$ cat src/rtl/seq_detector_param.sv
// Parametrised serial pattern detector: compares the last PAT_LEN accepted bits
// against a runtime-loadable pattern, with overlapping or clearing match modes.
module seq_detector_param #(
  parameter int                 PAT_LEN   = 4,
  parameter logic [PAT_LEN-1:0] RESET_PAT = 4'b1111,
  parameter int                 CNT_W     = 8
) (
  input  logic                           Clock,
  input  logic                           Resetn,
  input  logic                           load,
  input  logic [PAT_LEN-1:0]             pat_in,
  input  logic                           overlap,
  input  logic                           w_valid,
  input  logic                           w,
  output logic                           z,
  output logic [CNT_W-1:0]               match_count,
  output logic [$clog2(PAT_LEN+1)-1:0]   CurState
);

  localparam int                FILL_W    = $clog2(PAT_LEN + 1);
  localparam logic [FILL_W-1:0] FILL_FULL = FILL_W'(PAT_LEN);

  if (PAT_LEN < 2 || PAT_LEN > 16) begin : g_bad_pat_len
    $error("seq_detector_param: PAT_LEN must be in 2..16");
  end

  logic [PAT_LEN-1:0] pat_q,  pat_d;
  logic [PAT_LEN-1:0] hist_q, hist_d;
  logic [FILL_W-1:0]  fill_q, fill_d;
  logic [CNT_W-1:0]   cnt_q,  cnt_d;
  logic               z_q,    z_d;

  logic [PAT_LEN-1:0] hist_n;
  logic [FILL_W-1:0]  fill_n;
  logic               hit;

  // NOTE: every signal gets a default at the top of always_comb so no path
  // leaves a value unassigned, which would otherwise infer a latch.
  always_comb begin
    pat_d  = pat_q;
    hist_d = hist_q;
    fill_d = fill_q;
    cnt_d  = cnt_q;
    z_d    = 1'b0;

    hist_n = {hist_q[PAT_LEN-2:0], w};
    fill_n = (fill_q == FILL_FULL) ? fill_q : fill_q + FILL_W'(1);
    hit    = (fill_n == FILL_FULL) && (hist_n == pat_q);

    if (load) begin
      // A load restarts detection against the new pattern; w is dropped.
      pat_d  = pat_in;
      hist_d = '0;
      fill_d = '0;
      cnt_d  = '0;
    end else if (w_valid) begin
      if (hit) begin
        z_d = 1'b1;
        if (cnt_q != {CNT_W{1'b1}}) begin
          cnt_d = cnt_q + CNT_W'(1);
        end
        if (overlap) begin
          hist_d = hist_n;
          fill_d = FILL_FULL;
        end else begin
          hist_d = '0;
          fill_d = '0;
        end
      end else begin
        hist_d = hist_n;
        fill_d = fill_n;
      end
    end
  end

  // NOTE: state registers use non-blocking assignments so every flop samples
  // the pre-edge values regardless of statement order.
  always_ff @(posedge Clock) begin
    if (!Resetn) begin
      pat_q  <= RESET_PAT;
      hist_q <= '0;
      fill_q <= '0;
      cnt_q  <= '0;
      z_q    <= 1'b0;
    end else begin
      pat_q  <= pat_d;
      hist_q <= hist_d;
      fill_q <= fill_d;
      cnt_q  <= cnt_d;
      z_q    <= z_d;
    end
  end

  assign z           = z_q;
  assign match_count = cnt_q;
  assign CurState    = fill_q;

endmodule

$ cat config.mk
export PLATFORM = sky130hd
export DESIGN_NAME = seq_detector_param
export DESIGN_NICKNAME = d
export VERILOG_FILES = /design/src/rtl/seq_detector_param.sv
export SDC_FILE = /design/constraint.sdc
export NUM_CORES = 1
export LEC_CHECK = 0
export ABC_AREA = 1
export BUFFER_PORTS_ARGS = -buffer_cell sky130_fd_sc_hd__buf_4
export CORE_MARGIN = 10
export CORE_UTILIZATION = 50
export DETAILED_ROUTE_END_ITERATION = 6
export PLACE_DENSITY = 0.82
export SLEW_MARGIN = 20
export SYNTH_ARGS = -nofsm -noshare
export SYNTH_HDL_FRONTEND = slang
export SYNTH_SLANG_ARGS = --single-unit
$ cat constraint.sdc
create_clock -name Clock -period 4.2 [get_ports Clock]
set_clock_uncertainty 0.1 [all_clocks]
set_input_delay 0.63 -clock Clock [delete_from_list [all_inputs] [get_ports Clock]]
set_output_delay 0.63 -clock Clock [all_outputs]
set_load 0.01 [all_outputs]
# After elaboration in Yosys (flattened, before gate mapping)

Cells that the tools add are included.

Output and inout bits: 12
Register bits after elaboration: 19
Logic and storage cells: 23

Reductions and logical operators: 4
Multiplexer cells: 6
$add $sub $neg: 2
Bitwise operators: 2
Eq/ne operators: 4

Operators with widths:

| kind                                         | count |
|---|---|
| two-way mux 3 bit                            | 5 |
| adder 8 x 1 -> 8 bit (second input constant) | 1 |
| != test 8 bit (second input constant)        | 1 |
| equality test 3 bit (second input constant)  | 2 |
| equality test 4 bit                          | 1 |
| adder 3 x 1 -> 3 bit (second input constant) | 1 |
| AND reduction 3 bit                          | 1 |
| OR reduction 3 bit                           | 1 |
| inverter 1 bit                               | 2 |
| OR reduction 2 bit                           | 1 |
| logical AND 1 bit                            | 1 |
| two-way mux 1 bit                            | 1 |

# Longest topological paths before layout

Word-level depth: 5
Mapped depth: 11
Mapped depth without buffers: 11

# Worst setup path after synthesis

No wires, ideal clock.

Path kind: flip-flop to flip-flop
From: reg fill_q[0] (netlist: CurState[0])
To: reg cnt_q[6] (netlist: match_count[6])
Stages on the path, launching flop included: 11
Buffers on the path: 0
Arrival: 1475 ps
Setup slack: 2499 ps
Data required time: 3974 ps
Period minus slack after synthesis: 1701 ps
Path through: dfxtp_1 inv_1 ha_1 nand2_1 nand2_1 nand2_2 nand3_4 nor2_8 nand3_2 nand2_1 a21oi_1

Word-level cells in the longest chain between the ends: 5
Elaborated cells between the ends (all ways): 6
Classes of those cells: 1 x add/sub; 2 x eq/ne; 1 x mux; 2 x reduce/logical

Ends and longest elaborated chain:

| element                                                     | line | source |
|---|---|---|
| start: declaration                                          | 29   | `logic [FILL_W-1:0] fill_q, fill_d;` |
| start signal: assignment                                    | 88   | `fill_q <= fill_d;` |
| adder 3 x 1 -> 3 bit or equality test 3 bit (tied branches) | 47   | `fill_n = (fill_q == FILL_FULL) ? fill_q : fill_q + FILL_W'(1);` |
| two-way mux 3 bit (*)                                       | 47   |  |
| equality test 3 bit (*)                                     | 48   | `hit = (fill_n == FILL_FULL) && (hist_n == pat_q);` |
| logical AND 1 bit (*)                                       | 48   |  |
| AND reduction 3 bit (no source line) (*)                    | -    |  |
| end signal: assignment                                      | 89   | `cnt_q <= cnt_d;` |
| end: declaration                                            | 30   | `logic [CNT_W-1:0] cnt_q, cnt_d;` |

Mark *: on every way between the ends. The rest lies on a longest branch, timed or not.
A chain may end at the register's enable or synchronous reset.

# Worst setup path after layout

Ends and elaborated chain as after synthesis.

==> impl_metrics.json <==
{
  "root_buffer": "clkbuf_4",
  "async_flop_share": 0,
  "drt_wl_total_mm": 2.44,
  "fmax_mhz": 521,
  "cts_hold_buf": 0,
  "r2r_start": "CurState[0]$_SDFFE_PP0P_",
  "final_nets": 201,
  "setup_viol": 0,
  "drive_gt1_frac": 0.166,
  "synth_most_common_cell": "nand2_1",
  "p_per_area_nw_per_um2": 244,
  "vias": 1080,
  "syn_inst": 165,
  "nFillCells": 192,
  "yosys_warnings": 0,
  "dieArea_um2": 4460,
  "cts_made_buffers": 3,
  "maxCapViolations": 0,
  "hp-start": "hist_q[0]$_SDFFE_PP0P_",
  "start_kind": "flop",
  "final_hold_viol_count": 0,
  "synth-seq-cells": 19,
  "io_buffers": 21,
  "die_y_um": 66.8,
  "routedWlPerCell_um": 11.4,
  "pre_cts_slack_ns": 2.37,
  "antennaDiodeCount": 0,
  "gp_congestion": 0.890,
  "cp.required_ns": 4.27,
  "status": "finished, final reports clean",
  "rsz0062_at_grt": "no",
  "slew_violations": 0,
  "crit_type": "flop to flop",
  "tightest_slew_ns": 0.319,
  "drc": 0,
  "grt_first_pass_wirelength_mm": 4.41,
  "crit_fanout": 10,
  "drt-vias-per-instance": 5.05,
  "cts.sinks": 19,
  "reg2reg_slack_ns": 2.28,
  "grt_use_total": 0.122,
  "drt_iter0_drc": 75,
  "netlist_top_cells_area": "dfxtp_1, nand2_1, inv_1, nand4_1, a21oi_1",
  "startpoint": "CurState[0]$_SDFFE_PP0P_",
  "power_leakage_nw": 0.656,
  "fin_setup_tns_ns": 0,
  "clk_path_buf_depth": 2,
  "post-route-period-util": 0.457,
  "grt_pass1_vias": 1052,
  "ant_nets": 0,
  "clkTransAtPathRegs_ns": 0.10,
  "start_util": 0.542,
  "cp.arrival_ns": 1.99,
  "synthFlopType": "dfxtp_1",
  "fp.dieW_um": 66.8,
  "grt-ovfl-total": 0,
  "synth_edf_count": 0,
  "fin_crit_ns": 1.92,
  "synth_largest_type_area_fraction": 0.347,
  "ios": 22,
  "setup_slack_ns": 2.28,
  "cts_tree": "done",
  "first_pass_iters": 4,
  "hold_class": "flop to flop",
  "avgSynthCellArea_um2": 6.64,
  "grt_max_degree": 22,
  "area_delta_synth_final_pct": 18.7,
  "cts.htree.levels": 1,
  "post_cts_buffers": 0,
  "clk_latency_ns": 0.29,
  "post_cts_resize_count": 0,
  "ir_worst_vdd_v": 0.000219,
  "synth_top_cell_by_area": "dfxtp_1",
  "rows": 16,
  "core_um2": 2020,
  "yosysSeqAreaShare": 0.347,
  "antenna_found_initial": 0,
  "netlist_area_um2": 1100,
  "dp_hpwl_mm": 1.88,
  "worstSetupEndpointType": "flop",
  "ys_types": 20,
  "synthesis.nets": 178,
  "relSlewSlack": 0.787,
  "synthTopCellsByCount": "nand2_1, inv_1, dfxtp_1, nor2_1, a21oi_1"
}
==> layout by cell type (no fill, tap or decap), drive strengths merged <==
cell type and n:
nand2 54, inv 30, buf 21, dfxtp 19, nor2 12, a21oi 10
nand4 9, nand3 9, o211ai 5, o21ai 5, clkbuf 4, ha 3
nor3 2, xor2 2, nor4 1, xnor2 1
==> where the power goes <==
part	total (W)	switching (W)	internal, W
sequential	0.000189	0.00000370	0.000185
clock	0.0000887	0.0000519	0.0000368
combinational	0.0000400	0.0000236	0.0000163
==> path summary, 6_finish.rpt <==
path                            cells after the start                          end
worst max register to register                     10  match_count[6]$_SDFFE_PP0P_
worst max-delay path                               10  match_count[6]$_SDFFE_PP0P_
worst min-delay path                                2       hist_q[1]$_SDFFE_PP0P_
worst min register to register                      2       hist_q[1]$_SDFFE_PP0P_
==> layer usage <==
metal / vias up / global-route usage / share of wire
met5: - / 0 / 0
met4: 0 / 0.0550 / 0.0033
met3: 2 / 0.0435 / 0.086
met2: 33 / 0.199 / 0.45
met1: 476 / 0.137 / 0.46
li1: 569 / - / -
==> sequential cells by signal, indices dropped and copies added (netlist names) <==
| name | flops |
|---|---|
| hist_q | 3 |
| pat_q | 4 |
| CurState | 3 |
| match_count | 8 |
| z | 1 |
==> cell type report <==
cell class              count  area [um2]  share of cell area
clock buffers               4        26.3              0.0202
repair buffers             21         158               0.121
inverters                  30         113              0.0865
well taps                  27        33.8              0.0260
flip-flops and latches     19         380               0.292
multi-input cells         113         591               0.454
==> metrics by stage <==
stage	cell area (um2)	hold slack (ns)	total power [W]	instances	utilization
3_3_place_gp	1270	0.382	0.000231	210	0.631
3_5_place_dp	1270	0.384	0.000233	210	0.631
6_report	1300	0.395	0.000317	214	0.644
2_1_floorplan	1100	0.361	0.000219	165	-
5_1_grt	1300	0.433	0.000336	214	0.644
4_1_cts	1300	0.399	0.000322	214	0.644
==> cells by family after synthesis <==
logic type / share of synthesized area
fa+ha+maj: 0.0343
compound gates: 0.103
simple gates: 0.378
flops: 0.347
buf+inv: 0.114
xor+xnor: 0.0240
==> worst max-delay path, cell delays in order (launching register included) <==
cell and delay (ns):
dfxtp_1 0.42, inv_1 0.08, ha_1 0.23, nand2_1 0.13, nand2_1 0.08, nand2_2 0.11, nand3_4 0.11, nor2_8 0.19
nand3_2 0.16, nand2_1 0.13, a21oi_1 0.07
(Power assumes the default switching activity.)
